--- src/rtl/mem_arbiter_if.sv ---
// Bundle of requester, result and RAM-port signals shared by the byte-RAM arbiter
// and whatever drives it (pipeline stages and RAM model).
interface mem_arbiter_if #(
  parameter int ADDR_W = 32
);
  logic              if_req;
  logic [ADDR_W-1:0] if_addr;
  logic              if_flush;
  logic [31:0]       if_data;
  logic              if_done;
  logic              mm_req;
  logic              mm_we;
  logic [1:0]        mm_len;
  logic [ADDR_W-1:0] mm_addr;
  logic [31:0]       mm_wdata;
  logic [31:0]       mm_rdata;
  logic              mm_done;
  logic [7:0]        ram_dout;
  logic [7:0]        ram_din;
  logic [ADDR_W-1:0] ram_a;
  logic              ram_wr;
  logic              stl_if;
  logic              stl_mm;

  modport slave (
    input  if_req, if_addr, if_flush, mm_req, mm_we, mm_len, mm_addr, mm_wdata, ram_dout,
    output if_data, if_done, mm_rdata, mm_done, ram_din, ram_a, ram_wr, stl_if, stl_mm
  );

  modport master (
    output if_req, if_addr, if_flush, mm_req, mm_we, mm_len, mm_addr, mm_wdata, ram_dout,
    input  if_data, if_done, mm_rdata, mm_done, ram_din, ram_a, ram_wr, stl_if, stl_mm
  );
endinterface

--- src/rtl/mem_arbiter.sv ---
// Byte-RAM arbiter between instruction fetch and the MEM stage; serialises word accesses.
// Optional macro ARB_FAIR_EN: alternate grants on a tie after an MM grant (default: MM always wins).
module mem_arbiter #(
  parameter int ADDR_W   = 32,
  parameter int IF_BYTES = 4
) (
  input  logic         clk,
  input  logic         rst,
  mem_arbiter_if.slave bus
);

  typedef enum logic [1:0] {
    IDLE  = 2'd0,
    IF_RD = 2'd1,
    MM_RD = 2'd2,
    MM_WR = 2'd3
  } state_e;

  localparam logic [2:0]        IF_LEN = 3'(IF_BYTES);
  localparam logic [ADDR_W-1:0] A_ONE  = {{(ADDR_W-1){1'b0}}, 1'b1};

  function automatic logic [2:0] len_bytes(input logic [1:0] len);
    case (len)
      2'b00:   return 3'd1;
      2'b01:   return 3'd2;
      default: return 3'd4;
    endcase
  endfunction

  function automatic logic [31:0] put_byte(input logic [31:0] w, input logic [2:0] idx,
                                           input logic [7:0] b);
    logic [31:0] r;
    r = w;
    case (idx[1:0])
      2'd0:    r[7:0]   = b;
      2'd1:    r[15:8]  = b;
      2'd2:    r[23:16] = b;
      default: r[31:24] = b;
    endcase
    return r;
  endfunction

  function automatic logic [7:0] get_byte(input logic [31:0] w, input logic [2:0] idx);
    case (idx[1:0])
      2'd0:    return w[7:0];
      2'd1:    return w[15:8];
      2'd2:    return w[23:16];
      default: return w[31:24];
    endcase
  endfunction

  state_e            state_q, state_d;
  logic [2:0]        cnt_q, cnt_d, len_q, len_d;
  logic [ADDR_W-1:0] ram_a_q, ram_a_d;
  logic [7:0]        ram_din_q, ram_din_d;
  logic              ram_wr_q, ram_wr_d;
  logic [31:0]       wdata_q, wdata_d, asm_q, asm_d;
  logic [31:0]       if_data_q, if_data_d, mm_rdata_q, mm_rdata_d;
  logic              if_done_q, if_done_d, mm_done_q, mm_done_d;
  logic              if_ok_s, mm_ok_s, grant_if_s, grant_mm_s;
  logic [2:0]        cnt_inc_s;
`ifdef ARB_FAIR_EN
  logic              last_mm_q, last_mm_d;
`endif

  // State and datapath registers.
  always_ff @(posedge clk) begin
    if (rst) begin
      state_q    <= IDLE;
      cnt_q      <= 3'd0;
      len_q      <= 3'd0;
      ram_a_q    <= '0;
      ram_din_q  <= 8'd0;
      ram_wr_q   <= 1'b0;
      wdata_q    <= 32'd0;
      asm_q      <= 32'd0;
      if_data_q  <= 32'd0;
      mm_rdata_q <= 32'd0;
      if_done_q  <= 1'b0;
      mm_done_q  <= 1'b0;
`ifdef ARB_FAIR_EN
      last_mm_q  <= 1'b0;
`endif
    end else begin
      state_q    <= state_d;
      cnt_q      <= cnt_d;
      len_q      <= len_d;
      ram_a_q    <= ram_a_d;
      ram_din_q  <= ram_din_d;
      ram_wr_q   <= ram_wr_d;
      wdata_q    <= wdata_d;
      asm_q      <= asm_d;
      if_data_q  <= if_data_d;
      mm_rdata_q <= mm_rdata_d;
      if_done_q  <= if_done_d;
      mm_done_q  <= mm_done_d;
`ifdef ARB_FAIR_EN
      last_mm_q  <= last_mm_d;
`endif
    end
  end

  // Grant decision; a requester whose done pulse is showing holds a stale request.
  always_comb begin
    if_ok_s    = bus.if_req & ~if_done_q & ~bus.if_flush;
    mm_ok_s    = bus.mm_req & ~mm_done_q;
    grant_mm_s = mm_ok_s;
    grant_if_s = if_ok_s & ~mm_ok_s;
`ifdef ARB_FAIR_EN
    if (if_ok_s && mm_ok_s && last_mm_q) begin
      grant_mm_s = 1'b0;
      grant_if_s = 1'b1;
    end else begin
      grant_mm_s = mm_ok_s;
      grant_if_s = if_ok_s & ~mm_ok_s;
    end
`endif
  end

  // Next-state and datapath sequencing.
  always_comb begin
    state_d    = state_q;
    cnt_d      = cnt_q;
    len_d      = len_q;
    ram_a_d    = ram_a_q;
    ram_din_d  = ram_din_q;
    ram_wr_d   = 1'b0;
    wdata_d    = wdata_q;
    asm_d      = asm_q;
    if_data_d  = if_data_q;
    mm_rdata_d = mm_rdata_q;
    if_done_d  = 1'b0;
    mm_done_d  = 1'b0;
    cnt_inc_s  = cnt_q + 3'd1;
`ifdef ARB_FAIR_EN
    last_mm_d  = last_mm_q;
`endif
    case (state_q)
      IDLE: begin
        if (grant_mm_s) begin
          state_d   = bus.mm_we ? MM_WR : MM_RD;
          cnt_d     = 3'd0;
          len_d     = len_bytes(bus.mm_len);
          ram_a_d   = bus.mm_addr;
          wdata_d   = bus.mm_wdata;
          ram_din_d = bus.mm_wdata[7:0];
          ram_wr_d  = bus.mm_we;
          asm_d     = 32'd0;
`ifdef ARB_FAIR_EN
          last_mm_d = 1'b1;
`endif
        end else if (grant_if_s) begin
          state_d   = IF_RD;
          cnt_d     = 3'd0;
          len_d     = IF_LEN;
          ram_a_d   = bus.if_addr;
          asm_d     = 32'd0;
`ifdef ARB_FAIR_EN
          last_mm_d = 1'b0;
`endif
        end else begin
          state_d = IDLE;
        end
      end
      IF_RD, MM_RD: begin
        if ((state_q == IF_RD) && bus.if_flush) begin
          state_d = IDLE;
        end else begin
          cnt_d = cnt_inc_s;
          if (cnt_inc_s < len_q) ram_a_d = ram_a_q + A_ONE;
          else                   ram_a_d = ram_a_q;
          // RAM data lags its address by one cycle, so byte k lands while cnt = k+1.
          if (cnt_q != 3'd0) asm_d = put_byte(asm_q, cnt_q - 3'd1, bus.ram_dout);
          else               asm_d = asm_q;
          if (cnt_q == len_q) begin
            state_d = IDLE;
            if (state_q == IF_RD) begin
              if_data_d = asm_d;
              if_done_d = 1'b1;
            end else begin
              mm_rdata_d = asm_d;
              mm_done_d  = 1'b1;
            end
          end else begin
            state_d = state_q;
          end
        end
      end
      MM_WR: begin
        if (cnt_q == (len_q - 3'd1)) begin
          state_d   = IDLE;
          mm_done_d = 1'b1;
        end else begin
          cnt_d     = cnt_inc_s;
          ram_a_d   = ram_a_q + A_ONE;
          ram_din_d = get_byte(wdata_q, cnt_inc_s);
          ram_wr_d  = 1'b1;
        end
      end
      default: state_d = IDLE;
    endcase
  end

  assign bus.ram_a    = ram_a_q;
  assign bus.ram_din  = ram_din_q;
  assign bus.ram_wr   = ram_wr_q;
  assign bus.if_data  = if_data_q;
  assign bus.mm_rdata = mm_rdata_q;
  assign bus.if_done  = if_done_q & ~bus.if_flush;
  assign bus.mm_done  = mm_done_q;
  assign bus.stl_if   = bus.if_req & ~bus.if_done;
  assign bus.stl_mm   = bus.mm_req & ~bus.mm_done;

endmodule
--- src/flat_wrapper.sv ---
// flat-port wrapper written by rule: the top's interface ports become plain ports
module mem_arbiter_flat 
#(
  parameter int ADDR_W   = 32,
  parameter int IF_BYTES = 4
)
  (clk, rst, bus_if_req, bus_if_addr, bus_if_flush, bus_mm_req, bus_mm_we, bus_mm_len, bus_mm_addr, bus_mm_wdata, bus_ram_dout, bus_if_data, bus_if_done, bus_mm_rdata, bus_mm_done, bus_ram_din, bus_ram_a, bus_ram_wr, bus_stl_if, bus_stl_mm);
  mem_arbiter_if #(.ADDR_W(ADDR_W)) bus_i ();
  input  logic clk;
  input  logic rst;
  input wire logic [$bits(bus_i.if_req)-1:0] bus_if_req;
  input wire logic [$bits(bus_i.if_addr)-1:0] bus_if_addr;
  input wire logic [$bits(bus_i.if_flush)-1:0] bus_if_flush;
  input wire logic [$bits(bus_i.mm_req)-1:0] bus_mm_req;
  input wire logic [$bits(bus_i.mm_we)-1:0] bus_mm_we;
  input wire logic [$bits(bus_i.mm_len)-1:0] bus_mm_len;
  input wire logic [$bits(bus_i.mm_addr)-1:0] bus_mm_addr;
  input wire logic [$bits(bus_i.mm_wdata)-1:0] bus_mm_wdata;
  input wire logic [$bits(bus_i.ram_dout)-1:0] bus_ram_dout;
  output wire logic [$bits(bus_i.if_data)-1:0] bus_if_data;
  output wire logic [$bits(bus_i.if_done)-1:0] bus_if_done;
  output wire logic [$bits(bus_i.mm_rdata)-1:0] bus_mm_rdata;
  output wire logic [$bits(bus_i.mm_done)-1:0] bus_mm_done;
  output wire logic [$bits(bus_i.ram_din)-1:0] bus_ram_din;
  output wire logic [$bits(bus_i.ram_a)-1:0] bus_ram_a;
  output wire logic [$bits(bus_i.ram_wr)-1:0] bus_ram_wr;
  output wire logic [$bits(bus_i.stl_if)-1:0] bus_stl_if;
  output wire logic [$bits(bus_i.stl_mm)-1:0] bus_stl_mm;
  assign bus_i.if_req = bus_if_req;
  assign bus_i.if_addr = bus_if_addr;
  assign bus_i.if_flush = bus_if_flush;
  assign bus_i.mm_req = bus_mm_req;
  assign bus_i.mm_we = bus_mm_we;
  assign bus_i.mm_len = bus_mm_len;
  assign bus_i.mm_addr = bus_mm_addr;
  assign bus_i.mm_wdata = bus_mm_wdata;
  assign bus_i.ram_dout = bus_ram_dout;
  assign bus_if_data = bus_i.if_data;
  assign bus_if_done = bus_i.if_done;
  assign bus_mm_rdata = bus_i.mm_rdata;
  assign bus_mm_done = bus_i.mm_done;
  assign bus_ram_din = bus_i.ram_din;
  assign bus_ram_a = bus_i.ram_a;
  assign bus_ram_wr = bus_i.ram_wr;
  assign bus_stl_if = bus_i.stl_if;
  assign bus_stl_mm = bus_i.stl_mm;
  mem_arbiter #(.ADDR_W(ADDR_W), .IF_BYTES(IF_BYTES)) u_core (.clk(clk), .rst(rst), .bus(bus_i));
endmodule
--- config.mk ---
export PLATFORM = sky130hd
export DESIGN_NAME = mem_arbiter_flat
export DESIGN_NICKNAME = d
export VERILOG_FILES = /design/src/rtl/mem_arbiter_if.sv /design/src/rtl/mem_arbiter.sv /design/src/flat_wrapper.sv
export SDC_FILE = /design/constraint.sdc
export NUM_CORES = 1
export LEC_CHECK = 0
export ABC_CLOCK_PERIOD_IN_PS = 3400
export CAP_MARGIN = 20
export CORE_MARGIN = 4
export CORE_UTILIZATION = 49
export CTS_CLUSTER_DIAMETER = 200
export CTS_CLUSTER_SIZE = 14
export DETAILED_ROUTE_END_ITERATION = 10
export PLACE_DENSITY = 0.8
export RECOVER_POWER = 100
export SLEW_MARGIN = 40
export SYNTH_ARGS = -nofsm -noshare
export SYNTH_HDL_FRONTEND = slang
export SYNTH_SLANG_ARGS = --single-unit
--- constraint.sdc ---
create_clock -name clk -period 3.4 [get_ports clk]
set_input_delay 1.02 -clock clk [delete_from_list [all_inputs] [get_ports clk]]
set_output_delay 1.02 -clock clk [all_outputs]
set_load 0.05 [all_outputs]
---- Yosys cells after proc, flatten, opt, wreduce, memory -nomap -nowiden ----
Index checks and enable logic that the tools add are counted.
storage, ports and cells
  flip-flop bits (word level) ............. 179
  input bits .............................. 112
  output and inout port bits .............. 109
  word-level logic and storage cells ...... 113
operators by class
  $add $sub $neg .......................... 4
  magnitude comparators ................... 1
  equal/unequal tests ..................... 17
  muxes and demuxes ....................... 43
  bitwise logic cells ..................... 15
  reduce and logical (&&, ||, !) cells .... 21
operator list
  kind                                                  number
  2-to-1 mux 32 bit                                     9
  one-hot mux 32 bit (3 select lines)                   1
  one-hot mux 32 bit (2 select lines)                   1
  2-to-1 mux 8 bit                                      6
  adder 32 x 1 -> 32 bit (second input constant)        1
  one-hot mux 8 bit (3 select lines)                    1
  2-to-1 mux 3 bit                                      6
  one-hot mux 8 bit (2 select lines)                    1
  AND reduction 4 bit                                   3
  2-to-1 mux 1 bit                                      9
  NOT 1 bit                                             9
  one-hot mux 3 bit (3 select lines)                    1
  AND reduction 3 bit                                   3
  equality test 2 x 1 -> 1 bit (second input constant)  4
  equality test 2 bit (second input constant)           4
  logical NOT 2 bit                                     4
  2-to-1 mux 2 bit                                      4
  AND 1 bit                                             6
  equality test 3 bit                                   2
  != test 2 bit (second input constant)                 3
  one-hot mux 2 bit (3 select lines)                    1
  one-hot mux 3 bit (2 select lines)                    1
  AND reduction 2 bit                                   3
  nonzero test 2 bit                                    3
  other kinds (13)                                      15

---- Logic depth before layout (Yosys ltp) ----
Gate-level depths: netlist of the first run.
  word-level depth ........................ 7
  mapped depth ............................ 10
  depth with buffers taken out ............ 8

---- Worst setup path before layout of the first run ----
OpenSTA, ideal clock, no wires.
  path type ............................... in2out
  from .................................... input bus_if_flush
  to ...................................... output bus_stl_if
  arrival time ............................ 2194 ps
  required time ........................... 2380 ps
  slack ................................... 186 ps
  stages .................................. 2
  buffers on the path ..................... 0
  path through ............................ nor2b_1 > nor2b_1
between the ends
  cells in the longest elaborated chain, start to end .. 4
ends and longest elaborated chain
  item                line                source
  start: declaration  flat_wrapper.sv:13  input wire logic [$bits(bus_i.if_flush)-1:0] bus_if_flush;
  NOT 1 bit           mem_arbiter.sv:209  assign bus.if_done = if_done_q & ~bus.if_flush;
  AND 1 bit           mem_arbiter.sv:209
  NOT 1 bit           mem_arbiter.sv:211  assign bus.stl_if = bus.if_req & ~bus.if_done;
  AND 1 bit           mem_arbiter.sv:211
  end: declaration    flat_wrapper.sv:27  output wire logic [$bits(bus_i.stl_if)-1:0] bus_stl_if;
Every way passes these cells.

---- Worst setup path after layout of the first run ----
  from .................................... input bus_mm_req
  to ...................................... output bus_stl_mm
between the ends
  cells in the longest elaborated chain, start to end .. 1
ends and longest elaborated chain
  item                line                source
  start: declaration  flat_wrapper.sv:14  input wire logic [$bits(bus_i.mm_req)-1:0] bus_mm_req;
  AND 1 bit           mem_arbiter.sv:212  assign bus.stl_mm = bus.mm_req & ~bus.mm_done;
  end: declaration    flat_wrapper.sv:28  output wire logic [$bits(bus_i.stl_mm)-1:0] bus_stl_mm;
Every way passes these cells.

==> out/metrics.yaml, run 1 <==
clock_network:
  cts-resized-gates: 0
  cts_setup_buffers: 0
  clock_path_buffers: 2
  cts_tree: "yes"
  cts.sinks: 179
  numCtsBuffers: 17
  clk_latency_ns: 0.43
  hold_buffers: 0
  clkSlewWorstSetupHoldPaths_ns: 0.06
  cts_root_buf: "clkbuf_16"
  htreeDepth: 4
drt:
  drt_pass1_iterations: 8
  dr.first_iter.drc_count: 671
  vias_per_cell: 5.85
  drc: 0
  wl_per_cell_um: 17.7
  ant_nets: 0
  num_vias: 8390
  drt_wl_total_um: 25300
yosys:
  synth.avg_cell_area_sq_um: 8.44
  syn_area_sq_mm: 0.00860
  seq_area_frac_synth: 0.417
  synthFlopType: "dfxtp_1"
  synth_seq_cells: 179
  synth_top_family_by_area: "compound AO/OA/AOI/OAI gates"
  ys_types: 71
  synth_mux_area_frac: 0.0575
  synth_nets: 1147
  yosys.area_share.simple: 0.193
  synth_xor_area_frac: 0.00670
  synth_compound_area_frac: 0.244
  synth_edf_count: 0
  yosys_warnings: 0
  async_flop_share: 0
  yosys.area_share.adder: 0.0233
  syn_inst: 1019
power:
  sw_frac_of_total: 0.374
  cellPowerDensity_mw_per_mm2: 581
  comb_power_share: 0.323
  irDropWorstVdd_mv: 0.430
  p_int_mw: 4.16
  p_switching_mw: 2.48
  power_leakage_nw: 4.57
  power_frac_clock: 0.299
  p_seq_frac: 0.378
grt:
  grt_pass1_wl_um: 40800
  first_global_vias: 7913
  grt.total_usage: 0.249
  grt_max_degree: 143
  antenna_found_initial: 0
  overflow: 0
critical_path:
  slowest_delay_ns: 0.53
  crit_path_start_kind: "input pin"
  worstPathRequired_ns: 2.38
  criticalPathCategory: "input pin to primary output"
  cp_num_buf_inv: 3
  path_max_fanout: 5
  cp_slowest_cell: "dlygate4sd3_1"
  endpoint_kind: "primary output"
  cp.arrival_ns: 2.20
  cp_top_family: "buffers and inverters"
  crit_chain: "dlygate4sd3_1 > nand2b_1 > inv_1 > clkbuf_2"
job:
  maxCapViolations: 0
min_path:
  hp-class: "flop to flop"
cells_and_area:
  final_core_util: 0.663
  diodes: 0
  fill_cells: 1471
  seqCellArea_sq_mm: 0.00358
  area_delta_synth_final_pct: 32.9
  layout.nets: 1323
  multi_input_area_sq_mm: 0.00452
  drive_above_1_share: 0.0671
timing:
  fin_worst_skew_ns: 0.00949
  max_freq_mhz: 310
  slew_viol_final: 0
  rsz0062_at_grt: "false"
  period_share: 0.948
  tns_ns: 0
  max_slew_margin: 0.255
  tightest_slew_ns: 1.12
  setup_viol: 0
  min_period_ns: 3.22
  whs_ns: 0.460
  hold_viol: 0
place:
  portBuffers: 220
  gp_congestion: 0.852
  dp_hpwl_um: 17600
die:
  rows: 48
  io_pins: 221
  dieArea_sq_mm: 0.0197
  die_x_um: 140
  dieHeight_um: 140
  fp.coreArea_sq_mm: 0.0172
  start_util: 0.499
run_status:
  outcome: "finished clean"
cells in the final DEF (no fill, tap or decap), types with 25 or more instances in the layout:
| cell | n |
|---|---|
| dlygate4sd3_1 | 108 |
| dfxtp_1 | 179 |
| nand2_1 | 160 |
| o21ai_0 | 25 |
| a32oi_1 | 34 |
| clkdlybuf4s50_1 | 108 |
| nor2_1 | 128 |
| a21oi_1 | 50 |
| nand3_1 | 34 |
| a211oi_1 | 92 |
| mux2i_1 | 46 |
cells in the mapped netlist (11+ instances only):
| cell | n | area share |
|---|---|---|
| a21oi_1 | 50 | 0.029 |
| a211oi_1 | 92 | 0.080 |
| clkbuf_1 | 46 | 0.020 |
| buf_2 | 18 | 0.010 |
| inv_1 | 14 | 0.0061 |
| nor3_1 | 11 | 0.0064 |
| nand3_1 | 34 | 0.020 |
| a32oi_1 | 34 | 0.035 |
| nor2_1 | 129 | 0.056 |
| o21ai_0 | 25 | 0.015 |
| buf_1 | 11 | 0.0048 |
| ha_1 | 16 | 0.023 |
| a31oi_1 | 22 | 0.016 |
| mux2i_1 | 46 | 0.054 |
| dfxtp_1 | 179 | 0.42 |
| o31ai_1 | 13 | 0.011 |
| nand2_1 | 160 | 0.070 |
cell families (layout without fill, tap and decap cells):
group,count (synthesis),count (layout)
buffers and inverters,106,295
adder cells (fa/ha/maj),16,16
AND/OR/NAND/NOR,372,372
AO/OA/AOI/OAI,292,292
multiplexers,49,49
flip-flops,179,179
XOR/XNOR,5,5
layout make-up:
| cell class | instances | area share |
|---|---|---|
| clock buffers | 20 | 0.0391 |
| clock inverters | 12 | 0.0128 |
| inverters | 16 | 0.00526 |
| multi-input cells | 734 | 0.395 |
| flip-flops and latches | 179 | 0.314 |
| well taps | 225 | 0.0247 |
| repair buffers | 247 | 0.209 |
registers in the layout (all words and copies together), names as in the netlist:
name and cells:
u_core.if_done_q 1, u_core.bus.ram_wr 1, u_core.wdata_q 32, u_core.cnt_q 3, u_core.bus.ram_din 8, u_core.len_q 3
u_core.bus.ram_a 32, u_core.bus.if_data 32, u_core.state_q 2, u_core.bus.mm_rdata 32, u_core.bus.mm_done 1, u_core.asm_q 32
worst paths after layout:
kind	cells past startpoint	endpoint	startpoint	slack, ns
worst max-delay path	4	bus_stl_mm	bus_mm_req	0.18
worst min-delay path	2	u_core.wdata_q[6]	u_core.wdata_q[6]	0.46
worst max register to register	6	u_core.bus.mm_rdata[17]	u_core.state_q[0]	0.50
worst min register to register	2	u_core.wdata_q[6]	u_core.wdata_q[6]	0.46
power by group through the flow:
stage	sequential (mW)	combinational, mW	clock (mW)
after global placement	2.55	2.19	0
after detailed placement	2.56	2.21	0
after floorplan	3.13	0.897	0
after CTS	2.51	2.22	2.02
after global routing	2.54	2.30	2.09
final	2.51	2.14	1.99
metal layers:
layer,wire [um],GRT usage
met4,647,0.0974
met3,1820,0.0522
met2,11900,0.401
met5,0,0
met1,11000,0.328
worst reg2reg max path, cell delays in order (launching register included):
cell	delay [ns]
dfxtp_1	0.41
inv_1	0.09
ha_1	0.66
and3b_1	0.78
clkbuf_2	0.53
nor2_1	0.10
a211oi_1	0.24
stage by stage:
step / total power, mW / setup WS [ns] / cells / area [sq um]
floorplan: 4.03 / 0.186 / 1019 / 8600
global placement: 4.74 / 0.231 / 1401 / 10900
detailed placement: 4.77 / 0.173 / 1401 / 10900
CTS: 6.75 / 0.314 / 1433 / 11500
global route: 6.93 / 0.141 / 1433 / 11400
finish: 6.64 / 0.178 / 1433 / 11400
Power figures use the tool's default switching activity.
==> run 2, diff against run 1 <==
CORE_UTILIZATION = 51   (was 49)
CTS_BUF_LIST = sky130_fd_sc_hd__clkbuf_4   (was default)
PLACE_DENSITY = 0.83   (was 0.8)
==> out/metrics.yaml, run 2 (same netlist as run 1, synthesis figures left out) <==
clock_network:
  cts_root_buf: "clkbuf_4"
  cts_tree: "yes"
  cts.sinks: 179
  cts-resized-gates: 0
  cts_setup_buffers: 0
  hold_buffers: 0
  clk_latency_ns: 0.59
  clkSlewWorstSetupHoldPaths_ns: 0.14
  htreeDepth: 4
  numCtsBuffers: 17
  clock_path_buffers: 2
power:
  irDropWorstVdd_mv: 0.398
  power.total_mw: 6.00
  power_leakage_nw: 4.45
  cellPowerDensity_mw_per_mm2: 538
critical_path:
  cp.arrival_ns: 2.17
  slowest_delay_ns: 0.64
  crit_chain: "dlygate4sd3_1 > nor2b_1 > nor2b_1 > clkbuf_2"
  crit_path_start_kind: "input pin"
  cp_slowest_cell: "dlygate4sd3_1"
  timing.critical_path.mode_cell: "nor2b_1"
  endpoint_kind: "primary output"
  criticalPathCategory: "input pin to primary output"
  rr_worst_depth: 9
  worstPathRequired_ns: 2.38
  path_max_fanout: 5
place:
  placed_area_sq_mm: 0.0109
  portBuffers: 220
  gp_congestion: 0.850
  dp_hpwl_um: 16900
timing:
  period_share: 0.938
  max_slew_margin: 0.0583
  tns_ns: 0
  fin_worst_skew_ns: 0.0211
  tightest_slew_ns: 1.41
  rsz0062_at_grt: "false"
  max_freq_mhz: 313
  hold_viol: 0
  min_period_ns: 3.19
  setup_viol: 0
  slew_viol_final: 0
grt:
  grt_pass1_wl_um: 39000
  antenna_found_initial: 1
  overflow: 0
  first_global_vias: 7799
  grt.total_usage: 0.256
  grt_max_degree: 179
cells_and_area:
  final_core_util: 0.675
  multi_input_area_sq_mm: 0.00450
  fill_cells: 1400
  layout.nets: 1319
  final_cell_mix: "dfxtp_1, nand2_1, nor2_1"
  layout_commonest_cell: "dfxtp_1"
  stdcell_area_sq_mm: 0.0112
  drive_above_1_share: 0.0631
  area_delta_synth_final_pct: 29.8
  seqCellArea_sq_mm: 0.00358
die:
  die_x_um: 138
  fp.coreArea_sq_mm: 0.0165
  dieHeight_um: 138
  io_pins: 221
  dieArea_sq_mm: 0.0190
  rows: 47
  start_util: 0.520
drt:
  vias_per_cell: 5.80
  dr.first_iter.drc_count: 692
  wl_per_cell_um: 17.3
  ant_nets: 0
  num_vias: 8266
  drt_pass1_iterations: 6
  drt_wl_total_um: 24700
  drc: 0
run_status:
  outcome: "finished clean"
min_path:
  hp-class: "flop to flop"
  whs_path_depth: 2
job:
  maxCapViolations: 0
[run 2: cell types whose count changed in the layout (fill, tap and decap cells not counted), moves of 3 or more]
cell,delta
inv_6,-4
clkbuf_4,+18
buf_4,-5
clkbuf_16,-17
inv_8,+3
[run 2: final timing paths]
check	startpoint	end	slack (ns)
setup / recovery	bus_if_flush	bus_stl_if	0.21
hold / removal	u_core.wdata_q[3]	u_core.wdata_q[3]	0.47
setup reg to reg	u_core.cnt_q[1]	u_core.bus.ram_a[18]	0.41
hold reg to reg	u_core.wdata_q[3]	u_core.wdata_q[3]	0.47
[run 2: final cells by class]
| class | instances | share of cell area |
|---|---|---|
| Timing Repair Buffer | 243 | 0.214 |
| Antenna cell | 1 | 0.000224 |
| Clock inverter | 15 | 0.0197 |
| Multi-Input combinational cell | 734 | 0.403 |
| Sequential cell | 179 | 0.321 |
| Clock buffer | 17 | 0.0114 |
| Tap cell | 220 | 0.0247 |
| Inverter | 16 | 0.00538 |
[run 2: metal layers]
layer	routed length, um	vias up	track usage	part of all wire
li1	-	4079	-	-
met1	10500	3853	0.328	0.43
met2	12000	296	0.428	0.48
met3	1700	38	0.0515	0.069
met4	541	0	0.0933	0.022
met5	0	-	0	0
[run 2: power by group]
part	switching (mW)	internal (mW)
Combinational	1.42	0.710
Sequential	0.189	2.32
Clock	0.822	0.549
Total	2.43	3.58
[run 2: critical path: cells and delay by family]
family	cells	cell delay [ns]
and+or+nand+nor	2	0.22
buffers and inverters	2	0.93
[run 2: per-stage QoR]
| stage | worst slack (ns) | hold slack [ns] | instances |
|---|---|---|---|
| floorplan | 0.186 | 0.436 | 1019 |
| finish | 0.209 | 0.467 | 1425 |
| global route | 0.152 | 0.488 | 1425 |
| global placement | 0.299 | 0.442 | 1392 |
| CTS | 0.300 | 0.468 | 1424 |
| detailed placement | 0.247 | 0.447 | 1392 |
